<file path="src/rtl/uart_pkg.sv">
// Shared definitions for the UART blocks: default sizing, feeder FSM
// encodings and the FIFO control bundle.
package uart_pkg;

  localparam int UART_DEPTH  = 16;
  localparam int UART_DATA_W = 8;

  localparam int ST_W = 2;
  localparam logic [ST_W-1:0] ST_IDLE      = 2'd0;
  localparam logic [ST_W-1:0] ST_SEND      = 2'd1;
  localparam logic [ST_W-1:0] ST_WAIT_BUSY = 2'd2;
  localparam logic [ST_W-1:0] ST_WAIT_DONE = 2'd3;

  typedef struct packed {
    logic push;
    logic pop;
    logic flush;
  } fifo_ctl_t;

  // Next feeder state from the current state and transmitter handshake.
  function automatic logic [ST_W-1:0] feeder_next(input logic [ST_W-1:0] st,
                                                  input logic            start,
                                                  input logic            tx_ready);
    logic [ST_W-1:0] nxt;
    nxt = st;
    case (st)
      ST_IDLE:      if (start)     nxt = ST_SEND;
      ST_SEND:                     nxt = ST_WAIT_BUSY;
      ST_WAIT_BUSY: if (!tx_ready) nxt = ST_WAIT_DONE;
      ST_WAIT_DONE: if (tx_ready)  nxt = ST_IDLE;
      default:                     nxt = ST_IDLE;
    endcase
    return nxt;
  endfunction

endpackage

</file>
<file path="src/rtl/uart_fifo.sv">
// Synchronous FIFO with wrap-around pointers; head is read combinationally
// so a pop and the byte it removes are available at the same edge.
module uart_fifo
  import uart_pkg::*;
#(
  parameter int DEPTH  = UART_DEPTH,
  parameter int DATA_W = UART_DATA_W
) (
  input  logic                     clk,
  input  logic                     reset_n,
  input  logic                     push,
  input  logic                     pop,
  input  logic                     flush,
  input  logic [DATA_W-1:0]        din,
  output logic [DATA_W-1:0]        dout,
  output logic [$clog2(DEPTH):0]   count,
  output logic                     full,
  output logic                     empty
);

  localparam int AW = $clog2(DEPTH);
  localparam int CW = AW + 1;

  logic [DATA_W-1:0] mem_q [DEPTH];
  logic [AW-1:0]     wr_ptr_q, wr_ptr_d;
  logic [AW-1:0]     rd_ptr_q, rd_ptr_d;
  logic [CW-1:0]     count_q, count_d;
  logic              do_push, do_pop;

  assign full  = (count_q == CW'(DEPTH));
  assign empty = (count_q == '0);
  assign count = count_q;
  assign dout  = mem_q[rd_ptr_q];

  // A full FIFO still takes a write when the head leaves on the same edge.
  assign do_pop  = pop && !empty && !flush;
  assign do_push = push && !flush && (!full || do_pop);

  always_comb begin
    wr_ptr_d = wr_ptr_q;
    rd_ptr_d = rd_ptr_q;
    count_d  = count_q;
    if (flush) begin
      wr_ptr_d = '0;
      rd_ptr_d = '0;
      count_d  = '0;
    end else begin
      if (do_push) wr_ptr_d = wr_ptr_q + AW'(1);
      if (do_pop)  rd_ptr_d = rd_ptr_q + AW'(1);
      case ({do_push, do_pop})
        2'b10:   count_d = count_q + CW'(1);
        2'b01:   count_d = count_q - CW'(1);
        default: count_d = count_q;
      endcase
    end
  end

  always_ff @(posedge clk or negedge reset_n) begin
    if (!reset_n) begin
      wr_ptr_q <= '0;
      rd_ptr_q <= '0;
      count_q  <= '0;
    end else begin
      wr_ptr_q <= wr_ptr_d;
      rd_ptr_q <= rd_ptr_d;
      count_q  <= count_d;
    end
  end

  always_ff @(posedge clk) begin
    if (do_push) mem_q[wr_ptr_q] <= din;
  end

endmodule

</file>
<file path="src/rtl/uart_tx_feeder.sv">
// Buffers producer bytes and hands them one at a time to a UART transmitter,
// waiting for its ready line to fall and rise between bytes.
module uart_tx_feeder
  import uart_pkg::*;
#(
  parameter int DEPTH  = UART_DEPTH,
  parameter int DATA_W = UART_DATA_W
) (
  input  logic                   clk,
  input  logic                   reset_n,
  input  logic                   wr_en,
  input  logic [DATA_W-1:0]      wr_data,
  output logic                   full,
  output logic [$clog2(DEPTH):0] count,
  input  logic                   flush,
  output logic                   overflow,
  input  logic                   clr_ovf,
  input  logic                   tx_ready,
  output logic                   send,
  output logic [DATA_W-1:0]      data_out,
  output logic                   idle
);

  logic [ST_W-1:0]       state_q, state_d;
  logic                  send_q, send_d;
  logic [DATA_W-1:0]     data_out_q, data_out_d;
  logic                  ovf_q, ovf_d;

  logic [DATA_W-1:0]     head;
  logic                  fifo_full, fifo_empty;
  logic                  start, drop;
  fifo_ctl_t             ctl;

  // Flush beats a pending start so nothing leaves a FIFO being emptied.
  assign start = (state_q == ST_IDLE) && !fifo_empty && tx_ready && !flush;
  assign drop  = wr_en && fifo_full && !start && !flush;

  assign ctl.push  = wr_en;
  assign ctl.pop   = start;
  assign ctl.flush = flush;

  uart_fifo #(
    .DEPTH  (DEPTH),
    .DATA_W (DATA_W)
  ) u_fifo (
    .clk     (clk),
    .reset_n (reset_n),
    .push    (ctl.push),
    .pop     (ctl.pop),
    .flush   (ctl.flush),
    .din     (wr_data),
    .dout    (head),
    .count   (count),
    .full    (fifo_full),
    .empty   (fifo_empty)
  );

  always_comb begin
    state_d    = feeder_next(state_q, start, tx_ready);
    send_d     = (state_d == ST_SEND);
    data_out_d = start ? head : data_out_q;
    ovf_d      = ovf_q;
    if (drop)         ovf_d = 1'b1;
    else if (clr_ovf) ovf_d = 1'b0;
  end

  always_ff @(posedge clk or negedge reset_n) begin
    if (!reset_n) begin
      state_q    <= ST_IDLE;
      send_q     <= 1'b0;
      data_out_q <= '0;
      ovf_q      <= 1'b0;
    end else begin
      state_q    <= state_d;
      send_q     <= send_d;
      data_out_q <= data_out_d;
      ovf_q      <= ovf_d;
    end
  end

  assign full     = fifo_full;
  assign send     = send_q;
  assign data_out = data_out_q;
  assign overflow = ovf_q;
  assign idle     = (state_q == ST_IDLE) && fifo_empty;

endmodule

</file>
<file path="config.mk">
export PLATFORM = sky130hd
export DESIGN_NAME = uart_tx_feeder
export DESIGN_NICKNAME = d
export VERILOG_FILES = /design/src/rtl/uart_pkg.sv /design/src/rtl/uart_fifo.sv /design/src/rtl/uart_tx_feeder.sv
export SDC_FILE = /design/constraint.sdc
export NUM_CORES = 1
export LEC_CHECK = 0
export CORE_MARGIN = 2
export CORE_UTILIZATION = 60
export CTS_CLUSTER_DIAMETER = 100
export CTS_CLUSTER_SIZE = 14
export DETAILED_ROUTE_END_ITERATION = 8
export PLACE_DENSITY = 0.79
export SYNTH_ARGS = -nofsm -noshare
export SYNTH_HDL_FRONTEND = slang
export SYNTH_SLANG_ARGS = --single-unit
</file>
<file path="constraint.sdc">
create_clock -name clk -period 6.2 [get_ports clk]
set_input_delay 0.93 -clock clk [delete_from_list [all_inputs] [get_ports clk]]
set_output_delay 0.93 -clock clk [all_outputs]
set_load 0.1 [all_outputs]
</file>
==> results of run 1 <==
[where the power goes]
part	switching [mW]	leakage, nW	internal [mW]
combinational	0.360	0.739	0.129
sequential	0.0442	1.47	1.16
clock	0.422	0.262	0.542
[through the flow]
| step | power, mW | hold slack, ns |
|---|---|---|
| finish | 2.66 | 0.536 |
| global route | 2.73 | 0.587 |
| CTS | 2.67 | 0.538 |
| detailed placement | 1.71 | 0.528 |
| global placement | 1.71 | 0.517 |
| floorplan | 1.59 | 0.505 |
[worst paths after layout]
kind / slack, ns / endpoint / start / cells past startpoint
worst max register to register: 2.89 / u_fifo.count[4] / u_fifo.count[1] / 10
max in group asynchronous: 5.17 / u_fifo.rd_ptr_q[2] / reset_n / 2
min in group asynchronous: 0.76 / u_fifo.count[2] / reset_n / 2
worst min-delay path: 0.54 / overflow / overflow / 2
worst max-delay path: 2.01 / full / u_fifo.count[1] / 3
worst min register to register: 0.54 / overflow / overflow / 2
[cell families after synthesis]
logic type               synth area share
AO/OA/AOI/OAI                      0.0535
XOR/XNOR                          0.00689
adder cells (fa/ha/maj)            0.0189
buffers and inverters              0.0222
flip-flops                          0.703
multiplexers                        0.139
AND/OR/NAND/NOR                    0.0559
[layer usage]
metal | up-vias | track usage
met2 | 111 | 0.369
met3 | 24 | 0.0620
met4 | 0 | 0.0835
met1 | 1680 | 0.326
li1 | 1439 | -
met5 | - | 0
[cell usage in the layout (no fill, tap or decap), types with 2 or more instances in the layout]
master	synthesis	routed
xor2_1	4	4
clkdlybuf4s50_1	0	30
edfxtp_1	128	128
and3_1	2	2
clkbuf_16	0	16
inv_8	0	2
dfrtp_1	25	23
a21oi_2	8	8
o21a_1	2	2
clkinv_4	0	3
mux2i_1	6	6
o211ai_1	3	3
o22ai_1	17	17
nor4_1	2	2
dfrtp_2	0	2
inv_1	12	12
nand3b_1	3	3
inv_6	0	3
o21ai_0	3	3
a31oi_1	2	2
nand2b_1	7	7
buf_4	2	2
ha_1	8	8
clkinvlp_4	0	4
and2_1	13	13
nor2_1	8	8
mux4_2	32	32
nand2_1	7	7
mux2_2	8	8
or2_2	3	3
[layout make-up]
class,instances,area (um^2),area share
clock buffers,18,418,0.0572
clock inverters,14,140,0.0192
inverters,13,48.8,0.00668
multi-input cells,160,1750,0.239
flip-flops and latches,153,4470,0.612
well taps,136,170,0.0233
repair buffers,32,315,0.0431
[critical path: cells and delay by family (launching register included)]
family	cells	cell delay, ns
simple gates	2	1.14
buf+inv	1	1.13
flops	1	0.45
[cell usage after synthesis (3+ instances only)]
| library cell | instances | share of area |
|---|---|---|
| a21oi_2 | 8 | 0.011 |
| and2_1 | 13 | 0.013 |
| buf_1 | 3 | 0.0018 |
| buf_6 | 3 | 0.0053 |
| clkbuf_1 | 6 | 0.0035 |
| dfrtp_1 | 25 | 0.098 |
| edfxtp_1 | 128 | 0.60 |
| ha_1 | 8 | 0.016 |
| inv_1 | 12 | 0.0071 |
| mux2_2 | 8 | 0.014 |
| mux2i_1 | 6 | 0.0094 |
| mux4_2 | 32 | 0.11 |
| nand2_1 | 7 | 0.0041 |
| nand2b_1 | 7 | 0.0069 |
| nand3b_1 | 3 | 0.0035 |
| nor2_1 | 8 | 0.0047 |
| o211ai_1 | 3 | 0.0035 |
| o21ai_0 | 3 | 0.0024 |
| o22ai_1 | 17 | 0.017 |
| or2_2 | 3 | 0.0030 |
| xor2_1 | 4 | 0.0055 |
[state kept, by name (all words and copies together), names as in the netlist]
register / flops
u_fifo.mem_q: 128
data_out: 8
u_fifo.count: 5
u_fifo.rd_ptr_q: 4
u_fifo.wr_ptr_q: 4
state_q: 2
overflow: 1
send: 1
==> metrics list, run 1 <==
- After detailed routing, the number of remaining DRC violations is 0.
* Wire length on met3: 776 um
- Data on the critical path is required at its endpoint by 5.27 ns.
- For this run, asynchronously set or reset flops after synthesis account for 0.163.
- Post-Synthesis Mean Instance Area: 18.6 um^2
* Final clock skew: about 0.0067 ns
* Mapped Nets: 365
- After floorplanning, the core was sized to cover around 0.010 mm^2.
* Maximum buffer depth of the clock tree: 2
- Counting I/O delays and the setup requirement, the final critical path takes 4.19 ns.
- The HPWL after detailed placement is 7450 um.
- The finished cells cover 0.00731 mm^2.
- Critical Path Slowest Stage Cell: clkdlybuf4s50_1
- The detailed router put a total of 5010 um of wire on met1.
- 0 antenna diodes ended up in the layout.
- Wires add up to 12100 um.
- Among all flip-flop cells after synthesis, the most frequent one is edfxtp_1.
* Fraction of final layout cells with drive strength greater than 1: 0.249
- The placed instances occupy a cell area of 0.00675 mm^2.
- At the end of the flow the core is filled with cells to 0.708.
- Synth-to-layout area growth: 15.0%
- Floorplan die area: 0.0114 mm^2
- Type of the setup path with the least slack: reg2out
* Startpoint Class: flop
- Floorplan die width: 107 um
* Count of mapped cells out of synthesis: ~340
* Routed wl met2: ~6000 um
- After the last flow step, the layout net total stands at 400.
- First-pass GRT wire length: 19000 um
* Setup Viol. Count Final: 0
* Worst slew pin tran: 1.00 ns
* Largest net degree at the start of global routing: 35
* Data arrival time of the critical path: 3.26 ns
- GP Congestion: approximately 0.78
- STA classifies the critical path endpoint as an output port.
* Die Height: 107 um
* Quantity of I/O buffers inserted on ports: 30
- Max-cap violations in this run came to 0.
* Number of detailed-route iterations in the first pass: 5
- The number of max-slew violations in the final report was 0.
- In the finished design, the share of the clock period the worst path needs comes to 0.675.
- Result of the run: complete, no violations
* Total CTS buffers: 17
* CTS Root Buffer Type: clkbuf_8
- Buffer count from post-CTS setup fixing: 0
- Biggest fanout along the worst timing path: 6
- 31 I/O pins were placed.
* Area of the mapped netlist: ~0.0064 mm^2
- Drt first-iter violations: between 200 and 300
* Cell leakage power: 2.47 nW
- Static timing analysis puts the maximum clock frequency at 239 MHz.
* Clock latency on the worst-skew pair: 0.54 ns
* Number of clock sinks: roughly 150
- In this run the power density over the cells is 364 mW/mm^2.
- Vias in the first global route: 3392
- Clock-pin slew was measured on the worst setup and hold paths at 0.06 ns.
- Number of enable flip-flop cells after synthesis: 128
- Yosys warns: 0
* Slew HR: 0.326
- Number of buffers inserted for hold repair after clock tree synthesis: 0
* Cell Count Post-Placement: 494
- The number of gates resized after CTS was 0.
- Setup slack closes at 2.01 ns.
- After detailed routing, the average wire length per cell comes to 22.9 um.
- The routed layout has 3254 vias.
* TritonCTS clock tree: yes
- Sequential element share of the synthesized area: 0.703
- Counting flops and latches in the post-synthesis netlist gives 153.
- VDD IR max: 0.220 mV
- Crit-path max cell delay: 1.13 ns
- Setup repair after global routing missed its margin: false
- Top layer in use: met4
- Class of the worst hold path: reg2reg
- The detail route stage leaves a number of antenna-violating nets equal to 0.
- The signal on the critical path passes through nor4_1, and2_1, clkdlybuf4s50_1.
- Prior to clock tree synthesis, the placed netlist has a worst setup slack of 1.74 ns.
- Counting distinct cell types in the post-synthesis netlist gives 50.
- Overflow left after global routing: 0
* Number of cell rows: 37
- GRT Total Usage: 0.236
- After routing, the total negative slack on setup checks comes to 0 ns.
- Initial Util: 0.616
* Initial antenna violation count: 0
* Final std cells w/o fill: between 500 and 600
- Filler Cells Inserted: 640
* Avg Vias per Cell: 6.19
- The final count of hold timing violations is 0.
* H-tree lvl count: 4
Power figures use the tool's default switching activity.
==> run 2, diff against run 1 <==
CORE_UTILIZATION = 54   (was 60)
PLACE_DENSITY = 0.76   (was 0.79)
clock period = 3.45 ns   (was 6.2 ns; I/O delays follow)
==> run 2 against run 1 <==
Against the previous run:
- sequential share of layout area is 1.0 points lower
- non-clock buffer count is 9 higher
- clock power is 93% higher
- cell count is 3.0% higher
- register-to-register slack worse by 2.5 ns
- sequential power is 79% higher
- total power is 85% higher
- clock skew is 0.00068 ns higher
- via count hardly changed
- critical endpoint is now u_fifo.count[4]
==> metrics list, run 2 (same netlist as run 1, synthesis figures left out) <==
- Result of the run: complete, no violations
* Final clock period utilization by the worst path: 0.883
- The initial antenna violation count was 0.
- Cell leakage power: 2.54 nW
* Number of maximum-capacitance constraint violations: 0
- Vias in the first global route: 3285
- The repair_antennas step left the layout with diodes totalling 0.
- Clock slew at the register clock pins of the worst setup and hold paths: approximately 0.060 ns
- Post-DP HPWL: between 7000 and 8000 um
* Initial Util: 0.554
- Fmax: 328 MHz
- GP Congestion: 0.840
- Area taken by multi-input logic gates: 0.00176 mm^2
* Total CTS buffers: 17
* Met2 track demand over resource: 0.311
* GR Layer Usage met1: 0.302
- The number of max-slew violations in the final report was 0.
* Slew HR: 0.342
* Data arrival time of the critical path: ~3.4 ns
- Die Height: 112 um
- The critical path contains buffers and inverters numbering 2 combined.
- The worst setup path is captured at a flop.
- In the final layout, the share of cells above drive strength 1 is 0.276.
- The first global-routing pass estimated slightly below 20000 um of wire.
* Total Negative Setup Slacks: 0 ns
- The die covers around 0.013 mm^2.
- The clock passes through at most 2 buffers.
* Commonest non-fill, non-tap cells in the layout: edfxtp_1, mux4_2, clkdlybuf4s50_1
- Number of detailed-route iterations in the first pass: 5
* P per Cell Area: 662 mW/mm^2
- The net count of the finished layout is between 400 and 500.
- Most common cell after layout, fill and taps aside: edfxtp_1
- Final clock skew: around 0.0074 ns
- Among all stages on the critical path, the largest delay is contributed by or4_4.
- VDD sags by at most around 0.57 mV.
- Summing over every cut layer, the via total after detailed routing is 3251.
- Port buffering added 30 buffers.
* Shortest clock period the worst path allows after layout: 3.05 ns
- Worst slew pin tran: 0.979 ns
- The worst setup path is of the reg2reg kind.
- Area used by sequential logic in the layout: 0.00447 mm^2
- Crit-path max cell delay: roughly 0.63 ns
- Cell Count Post-Placement: 510
- Residual DRC count: 0
- Class of the worst hold path: reg2reg
* Core outline area: 0.0115 mm^2
- The detailed router finished its first iteration with 240 violations.
* Avg Vias per Cell: around 6.0
- After detailed routing, the average wire length per cell comes to 22.5 um.
- The design draws 4.93 mW.
- Number of buffers inserted for hold repair after clock tree synthesis: 0
- The final count of hold timing violations is 0.
* GRT Total Usage: 0.209
- Number of instances resized during post-cts repair: 0
* TritonCTS clock tree: yes
- Of all nets on the critical path, the largest fanout is 7.
* Overflow left after global routing: 0
- The initialized floorplan defines 39 standard-cell rows.
* Buffer count from post-CTS setup fixing: 0
* Drt total wl: 12200 um
- Clock latency on the worst-skew pair: 0.42 ns
- Number of clock sinks: 153
* Post-layout utilization of the core: 0.649
* Worst setup slack after placement: 0.308 ns
- The kind of cell with the highest combined delay along the critical path is simple AND/OR/NAND/NOR gates.
* Final std cells w/o fill: between 500 and 600
- Setup repair after global routing missed its margin: false
* Filler Cells Inserted: roughly 740
- H-tree lvl count: 4
- More flip-flops sit in one register than any other, and that register is u_fifo.mem_q.
- Across all setup checks in the final design, the least slack found is 0.404 ns.
* Residual antenna-violating net count after detailed routing: 0
* Sequence of cells on the critical path: or4_4, o21ai_2, inv_2, nand2_1, inv_1, ha_1, or2_2, o21a_1, or4_1, a31oi_1
- Synth-to-layout area growth: 17.0%
* Worst Path Required: 3.79 ns
* Peak-usage layer in the global routing report: met2
* Max reg flops: 128
- For met3 alone, demand over resource in global routing was 0.0643.
- Entering global routing, the biggest net connects 22 pins.
* Startpoint Class: flop
- Setup Viol. Count Final: 0
- CTS Root Buffer Type: clkbuf_16
* Floorplan die width: ~110 um
- 31 I/O pins were placed.
==> run 2: routing by layer <==
layer  vias up  wire length [um]
met5         -                 0
met4         0               225
met3        17               873
met2       114              5870
met1      1671              5240
li1       1449                 -
==> run 2: stage by stage <==
step | cell area, um^2 | hold WS, ns
floorplan | 6370 | 0.222
global placement | 6840 | 0.521
detailed placement | 6840 | 0.540
CTS | 7440 | 0.542
global route | 7440 | 0.572
finish | 7440 | 0.540
==> run 2: cell type report <==
cell class / instances / share of cell area
multi-input combinational: 160 / 0.237
clock buffer: 17 / 0.0572
clock inverter: 15 / 0.0235
timing repair buffer: 41 / 0.0505
tap: 143 / 0.0241
sequential: 153 / 0.602
inverter: 13 / 0.00656
==> run 2: worst register-to-register path: stages (launching register included) <==
cell and delay, ns:
dfrtp_2 0.44, or4_4 0.63, o21ai_2 0.25, inv_2 0.06, nand2_1 0.10, inv_1 0.09
ha_1 0.31, or2_2 0.32, o21a_1 0.13, or4_1 0.47, a31oi_1 0.17
==> run 2: final timing paths <==
check,from,to,slack (ns),cells after the start
min in group asynchronous,reset_n,u_fifo.count[2],0.61,1
setup reg to reg,u_fifo.count[1],u_fifo.count[4],0.40,10
hold reg to reg,u_fifo.count[0],u_fifo.count[0],0.54,1
hold / removal,u_fifo.count[0],u_fifo.count[0],0.54,1
setup / recovery,u_fifo.count[1],u_fifo.count[4],0.40,10
max in group asynchronous,reset_n,u_fifo.wr_ptr_q[3],2.19,2
==> run 2: report_power, final <==
| part | leakage [nW] | total [mW] | internal, mW | switching, mW |
|---|---|---|---|---|
| registers | 1.47 | 2.17 | 2.09 | 0.0826 |
| clock network | 0.279 | 1.86 | 1.14 | 0.726 |
| logic | 0.795 | 0.894 | 0.239 | 0.654 |
| total | 2.54 | 4.93 | 3.46 | 1.46 |
==> run 3, diff against run 2 <==
CORE_UTILIZATION = 60   (was 54)
PLACE_DENSITY = 0.79   (was 0.76)
clock period = 3.2 ns   (was 3.45 ns; I/O delays follow)
==> run 3 against run 2 <==
Against the previous run:
- first-iteration DRC count shrank 22%
- via count rose by 0.86%
- fmax shrank 0.34%
- largest power group unchanged
- die area shrank 9.6%
- critical path depth stayed put
- global-route usage is 3.2 points higher
- final area down 0.67%
==> metrics list, run 3 (same netlist as run 1, synthesis figures left out) <==
- After detailed routing, the wire length on met1 is 5000 um.
- The final count of hold timing violations came to 0.
- Cell leakage power: 2.55 nW
- Dividing the final minimum period by the clock period gives 0.955.
* Maximum buffer depth of the clock tree: 2
* Number of maximum-capacitance constraint violations: 0
- Dividing total power by cell area gives a power density of 692 mW/mm^2.
* Final Max Tran Viols: 0
* Setup repair after global routing missed its margin: false
- After clock tree synthesis, the clock-pin slew on the worst setup and hold paths is 0.06 ns.
- At the pin with the least slew margin, the transition time is 1.06 ns.
- The first detailed-routing pass took 5 iterations.
- Critical Path Sink: u_fifo.count[4]
- Worst Path Required: 3.66 ns
- Setup slack, reg-to-reg: ~0.14 ns
- On the final layout, the worst clock skew is 0.00718 ns.
* Total Negative Setup Slacks: 0 ns
- Buffer count from post-CTS setup fixing: 0
* Die Height: ~110 um
- CTS Root Buffer Type: clkbuf_8
* Shortest clock period the worst path allows after layout: 3.06 ns
- Most common cell after layout, fill and taps aside: edfxtp_1
- In the final routed layout, each cell accounts on average for between 20 and 25 um.
- Biggest fanout along the worst timing path: 7
- Largest net degree at the start of global routing: 35
- Filler Cells Inserted: approximately 620
- Launching instance or port of the critical path: u_fifo.count[0]
* Number of cell rows: 37
- Wires add up to 12100 um.
- Clock latency on the worst-skew pair: 0.53 ns
- The worst register-to-register path has a depth of 10.
- The number of antenna diodes in the final layout is 0.
* Drt first-iter violations: 187
- In the routed design, unresolved DRC markers number 0.
- Startpoint Class: flop
- Core outline area: ~0.010 mm^2
- TritonCTS built the clock tree.
- Endpoint of the worst-slack reg-to-reg timing path: u_fifo.count[4]
- Endpoint kind of the worst setup timing path: flop
- Summing internal, switching and leakage power gives around 5 mW.
- The initial utilization of the core area, before any placement, comes to 0.616.
- First-pass GRT wire length: 19200 um
- Max reg flops: 128
- Routed wl met2: 6310 um
- In this run the critical register-to-register path is launched from u_fifo.count[0].
- The HPWL after detailed placement is 7980 um.
- The area growth from synthesis to layout is 16.2%.
* VDD IR max: ~0.5 mV
- For this run, the total global-route usage over all layers was measured as 0.241.
- Slew HR: 0.294
- Residual antenna-violating net count after detailed routing: 0
- Type of the setup path with the least slack: reg2reg
* Overflow left after global routing: 0
- The flow ran to the end, and the final reports show no timing, DRC or antenna violations.
* GP Congestion: 0.818
- In the layout the commonest cells are edfxtp_1, mux4_2, buf_4.
- Class of the worst hold path: in2async
- u_fifo.mem_q holds more flip-flops than any other register.
- H-tree lvl count: 4
* Wire length on met3: about 600 um
* Total CTS buffers: 17
- Number of clock sinks: 153
- Once the clock tree was built, the resizer swapped 0 gates to a different size.
- Ports placed on the boundary: 31
- Using the TritonRoute via totals, the vias-per-cell ratio works out to 6.09.
- Floorplan die area: between 0.01 and 0.015 mm^2
* Vias: 3279
* Top layer in use: met4
* Initial antenna violation count: 0
- Data arrival time of the critical path: 3.51 ns
- Buffers placed on the I/O ports in this run total 30.
- The floorplan step set the die width to 107 um.
- Fraction of final layout cells with drive strength greater than 1: 0.318
- The number of global-route vias before repair was between 3000 and 4000.
- Number of buffers inserted for hold repair after clock tree synthesis: 0
- Fmax: 327 MHz
- After the last flow step, the layout net total stands at 412.
- Setup violations remaining at the end of the flow were counted as 0.
-- run 3: cell types whose count changed in the layout (fill, tap and decap cells not counted), sizes merged --
cell / change
buf: +15
clkinv: +3
bufinv: -2
inv: -2
clkbuf: +4
clkinvlp: -3
clkdlybuf4s50: -12
-- run 3: per-layer routing --
metal  vias to the layer above  GRT usage
li1                       1466          -
met4                         0     0.0993
met5                         -          0
met3                        20     0.0541
met1                      1703      0.319
met2                        90      0.392
-- run 3: how the worst min path moves through the flow --
stage	startpoint	endpoint	slack (ns)	cells past startpoint
finish	reset_n	u_fifo.count[3]	0.52	1
global route	clr_ovf	overflow	0.52	2
CTS	clr_ovf	overflow	0.50	2
detailed placement	overflow	overflow	0.53	2
global placement	overflow	overflow	0.52	2
floorplan	reset_n	data_out[0]	0.18	0
-- run 3: worst max-delay path, stage by stage, from the launching register on --
cell and delay [ns]:
dfrtp_4 0.51, or4_4 0.65, o21ai_4 0.23, inv_2 0.05, nand2_1 0.13, inv_2 0.08
ha_1 0.31, nor2b_1 0.16, o21a_1 0.22, or4_1 0.49, a31oi_1 0.14
-- run 3: area by class of cell --
class | instances | area (um^2) | share of cell area
timing repair buffer | 44 | 368 | 0.0498
inverter | 13 | 48.8 | 0.00660
sequential | 153 | 4480 | 0.606
clock buffer | 21 | 439 | 0.0594
tap | 136 | 170 | 0.0230
clock inverter | 11 | 101 | 0.0137
multi-input combinational | 160 | 1780 | 0.241
-- run 3: per-stage QoR --
stage                     std cells  setup slack (ns)  utilization  instance area (um^2)  hold slack [ns]
final                           538             0.144        0.716                  7390            0.517
after global routing            538            0.0150        0.716                  7390            0.518
after CTS                       538             0.158        0.716                  7390            0.496
after detailed placement        506            0.0766        0.663                  6850            0.535
after global placement          506             0.139        0.663                  6850            0.518
after floorplan                 342            0.0148            -                  6400            0.184
-- run 3: power breakdown --
part / internal [mW] / switching [mW]
clock: 1.05 / 0.751
sequential: 2.26 / 0.0916
combinational: 0.246 / 0.717
